**config.mk**
```make
export PLATFORM = sky130hd
export DESIGN_NAME = core_link_fifo
export DESIGN_NICKNAME = d
export VERILOG_FILES = /design/src/rtl/core_link_fifo.sv
export SDC_FILE = /design/constraint.sdc
export NUM_CORES = 1
export LEC_CHECK = 0
export CAP_MARGIN = 20
export CELL_PAD_IN_SITES_DETAIL_PLACEMENT = 1
export CELL_PAD_IN_SITES_GLOBAL_PLACEMENT = 2
export CORE_UTILIZATION = 45
export CTS_CLUSTER_DIAMETER = 200
export DETAILED_ROUTE_END_ITERATION = 10
export HOLD_SLACK_MARGIN = 0.1
export PLACE_DENSITY_LB_ADDON = 0.1
export SYNTH_ARGS = -nofsm -noshare
export SYNTH_HDL_FRONTEND = slang
export SYNTH_SLANG_ARGS = --single-unit
```
**constraint.sdc**
```tcl
create_clock -name clk -period 7.1 [get_ports clk]
set_input_delay 1.065 -clock clk [delete_from_list [all_inputs] [get_ports clk]]
set_output_delay 1.065 -clock clk [all_outputs]
set_load 0.1 [all_outputs]
```
**src/rtl/core_link_fifo.sv**
```systemverilog
// Show-ahead FIFO on the horizontal activation link between neighbouring cores.
// Adds occupancy and almost-full reporting, a synchronous flush and a sticky overflow flag.
module core_link_fifo #(
    parameter int unsigned CACHE_DATA_WIDTH = 128,
    parameter int unsigned DEPTH            = 4,
    parameter int unsigned AFULL_THRESH     = 3,
    parameter int unsigned CNT_WIDTH        = $clog2(DEPTH + 1)
) (
    input  logic                        clk,
    input  logic                        rstn,
    input  logic                        flush,
    input  logic                        err_clr,
    input  logic [CACHE_DATA_WIDTH-1:0] hlink_wdata,
    input  logic                        hlink_wen,
    output logic                        hlink_wready,
    output logic [CACHE_DATA_WIDTH-1:0] hlink_rdata,
    output logic                        hlink_rvalid,
    input  logic                        hlink_rready,
    output logic [CNT_WIDTH-1:0]        fifo_count,
    output logic                        almost_full,
    output logic                        overflow_err
);

    localparam int unsigned PTR_W = (DEPTH > 1) ? $clog2(DEPTH) : 1;

    logic [CACHE_DATA_WIDTH-1:0] mem [DEPTH];
    logic [PTR_W-1:0]            wr_ptr, rd_ptr;
    logic [PTR_W-1:0]            wr_ptr_nxt, rd_ptr_nxt;
    logic [CNT_WIDTH-1:0]        count_nxt;
    logic [CACHE_DATA_WIDTH-1:0] rdata_nxt;
    logic                        push, pop, ovf;

    assign push = hlink_wen && hlink_wready;
    assign pop  = hlink_rvalid && hlink_rready;
    assign ovf  = hlink_wen && !hlink_wready;

    // Next pointers/count; the head word is precomputed so hlink_rdata is a flop.
    always_comb begin
        wr_ptr_nxt = wr_ptr;
        rd_ptr_nxt = rd_ptr;
        count_nxt  = fifo_count;
        rdata_nxt  = hlink_rdata;
        if (flush) begin
            wr_ptr_nxt = '0;
            rd_ptr_nxt = '0;
            count_nxt  = '0;
        end else begin
            if (push) wr_ptr_nxt = wr_ptr + PTR_W'(1);
            if (pop)  rd_ptr_nxt = rd_ptr + PTR_W'(1);
            case ({push, pop})
                2'b10:   count_nxt = fifo_count + CNT_WIDTH'(1);
                2'b01:   count_nxt = fifo_count - CNT_WIDTH'(1);
                default: count_nxt = fifo_count;
            endcase
            // Empty after this edge: hold the last head word.
            if (count_nxt != '0) begin
                if (push && (wr_ptr == rd_ptr_nxt)) rdata_nxt = hlink_wdata;
                else                                 rdata_nxt = mem[rd_ptr_nxt];
            end
        end
    end

    always_ff @(posedge clk) begin
        if (!rstn) begin
            wr_ptr       <= '0;
            rd_ptr       <= '0;
            fifo_count   <= '0;
            hlink_rdata  <= '0;
            hlink_rvalid <= 1'b0;
            hlink_wready <= 1'b1;
            almost_full  <= 1'b0;
            overflow_err <= 1'b0;
        end else begin
            wr_ptr       <= wr_ptr_nxt;
            rd_ptr       <= rd_ptr_nxt;
            fifo_count   <= count_nxt;
            hlink_rdata  <= rdata_nxt;
            hlink_rvalid <= (count_nxt != '0);
            hlink_wready <= (count_nxt != CNT_WIDTH'(DEPTH));
            almost_full  <= (count_nxt >= CNT_WIDTH'(AFULL_THRESH));
            if (ovf)          overflow_err <= 1'b1;
            else if (err_clr) overflow_err <= 1'b0;
        end
    end

    // Storage is intentionally not reset.
    always_ff @(posedge clk) begin
        if (rstn && !flush && push) mem[wr_ptr] <= hlink_wdata;
    end

endmodule
```
==> flow_summary.toml <==
[logic_synthesis]
ys_warn_count = 0
synth-seq-area-share = 0.599
syn_inst = 2130
synth_area_leader_cell = "edfxtp_1"
ys.flop_type = "edfxtp_1"
syn_nets = 2270
ys_ff_latch = 651
synth_area_per_cell_um2 = 14.2
synth_edf_count = 512
synth_area_leaders = "edfxtp_1 51%, mux2i_1 9.6%, dfxtp_1 9.2%"
synthArstFlopShare = 0
synth_area_um2 = 30300
synth.top_cell.area_share = 0.507
synth.distinct_cells = 45

[floorplanning]
start_util = 0.458
rows = 94
die_area_um2 = 68400
die_h_um = 262
die_x_um = 262
coreArea_um2 = 66200
ioPinCount = 269

[worst_setup_path]
timing_worst_setup_path_type = "input pin to flop"
cp.arrival_ns = 4.85
critical_path.endpoint_type = "flop"
critPathMaxFanout = 62
critPathLaunchType = "input pin"
required_ns = 7.53

[sta]
worst_slew_pin_slew_ns = 1.15
rsz0062_at_grt = "no"
finalCriticalPeriod_ns = 4.42
finalSetupViolations = 0
timing.final.max_slew_violations = 0
final.setup.tns_ns = 0
maxSlewHeadroom = 0.234
clock_skew_ns = 0.0228
fmax_mhz = 226
hold_viol = 0
period_share = 0.623

[clock_tree]
clockRootBuffer = "clkbuf_16"
cts_buffers = 72
path_clk_slew_ns = 0.06
clock_sinks = 651
h-tree-depth = 3
cts_buffer_depth = 3
hold_buffers = 0
post_cts_resized = 0
cts_setup_buffers = 0
cts_tree = "done"
clk_latency_ns = 0.61

[global_route]
grt_start_max_net_pins = 173
gr-total-overflow = 0
grt_pass1_wl_um = 122000
met1_usage = 0.289
busiest_layer = "met2"
antenna_found_initial = 6
grt_pass1_vias = 20746
met3_usage = 0.0326
grt_use_total = 0.233
use_met2 = 0.414

[place]
port_buffers = 268
dp_hpwl_um = 45800
routabilityCongestion = 0.760

[final_layout]
multi_input_area_um2 = 10900
seqCellArea_um2 = 18200
final_nets = 2475
fillers = 6342
syn2layout_area_growth_pct = 18.7
drive_above_1_share = 0.208

[routing]
ant_nets = 0
routed_wl_um = 79900
viasPerCell = 5.83
firstDrtPassIters = 4
wl_per_cell_um = 24.5
drtIter0Drc = 847
drc = 0
via_count = 19002

[outcome]
status = "completed"

[pwr]
power_w = 0.00918
ir_drop_mv = 0.187
p_per_area_nw_per_um2 = 255
p_leak_nw = 11.2

[flow_run]
drv_cap = 0

[min_path]
hp-class = "flop to flop"
critical path: stages:
cell and delay [ns]:
clkdlybuf4s50_1 0.56, and2_1 0.24, ha_1 0.22, fa_1 0.39, xnor2_1 0.15, o21ai_0 0.22, and3_1 0.84, or2_4 0.46
buf_12 0.39, o32ai_2 0.19
Yosys cell counts, drive strengths merged, types with 5 or more instances:
cell type and instances:
mux2 222, clkbuf 66, and2 7, mux2i 291
nand2 23, a221oi 128, inv 116, dfxtp 139
buf 103, o22ai 113, ha 5, mux4 17
o32ai 111, edfxtp 512, nor2 229, nor3 18
power breakdown:
group	switching [W]	internal, W
Clock	0.00150	0.00220
Combinational	0.000844	0.000360
Sequential	0.0000672	0.00421
final timing paths:
check | from | end | slack, ns | cells past startpoint
hold reg to reg | hlink_rdata[36] | hlink_rdata[36] | 0.47 | 2
setup reg to reg | rd_ptr[0] | hlink_rdata[83] | 2.99 | 8
setup / recovery | hlink_rready | hlink_rdata[97] | 2.68 | 10
hold / removal | hlink_rdata[36] | hlink_rdata[36] | 0.47 | 2
per-stage QoR:
stage / instance area (µm²) / util / instances / hold WS (ns) / setup WS (ns)
2_1_floorplan: 30300 / - / 2130 / 0.492 / 2.28
3_3_place_gp: 33600 / 0.507 / 3122 / 0.442 / 2.17
3_5_place_dp: 33600 / 0.507 / 3122 / 0.456 / 2.10
4_1_cts: 35900 / 0.542 / 3255 / 0.468 / 2.70
5_1_grt: 36000 / 0.543 / 3262 / 0.486 / 2.50
6_report: 36000 / 0.543 / 3262 / 0.467 / 2.68
layer usage:
metal	vias up	routed length (µm)
li1	8701	-
met1	9803	34400
met2	344	40700
met3	150	2830
met4	4	2030
met5	-	27
cell usage in the layout, fill, tap and decap left out, types with 18 or more instances in the layout:
cell / instances
edfxtp_1: 512
clkdlybuf4s50_1: 268
mux2_2: 222
o22ai_1: 113
buf_4: 18
dfxtp_1: 138
a221oi_1: 119
mux2i_1: 291
o32ai_2: 100
nand2_1: 23
clkbuf_16: 76
inv_1: 116
clkbuf_1: 24
nor2_1: 228
flip-flops by register name, indices dropped and copies added, names as in the netlist:
| register | flops |
|---|---|
| hlink_wready | 1 |
| wr_ptr | 2 |
| hlink_rvalid | 1 |
| hlink_rdata | 128 |
| mem | 512 |
| fifo_count | 3 |
| overflow_err | 1 |
| rd_ptr | 2 |
| almost_full | 1 |
kinds of logic after synthesis:
group | after synthesis | synth area share
AO/OA/AOI/OAI | 361 | 0.121
buffers and inverters | 285 | 0.0451
AND/OR/NAND/NOR | 292 | 0.0394
adder cells (fa/ha/maj) | 6 | 0.00272
XOR/XNOR | 5 | 0.00145
flip-flops | 651 | 0.599
multiplexers | 530 | 0.191
final cells by class:
| class | count | share of cell area |
|---|---|---|
| Clock buffer | 108 | 0.0584 |
| Clock inverter | 25 | 0.00650 |
| Tap cell | 864 | 0.0300 |
| Timing Repair Buffer | 300 | 0.0863 |
| Sequential cell | 651 | 0.505 |
| Antenna cell | 4 | 0.000278 |
| Inverter | 116 | 0.0121 |
| Multi-Input combinational cell | 1194 | 0.302 |
No activity file was read; power rests on OpenSTA's default activity.
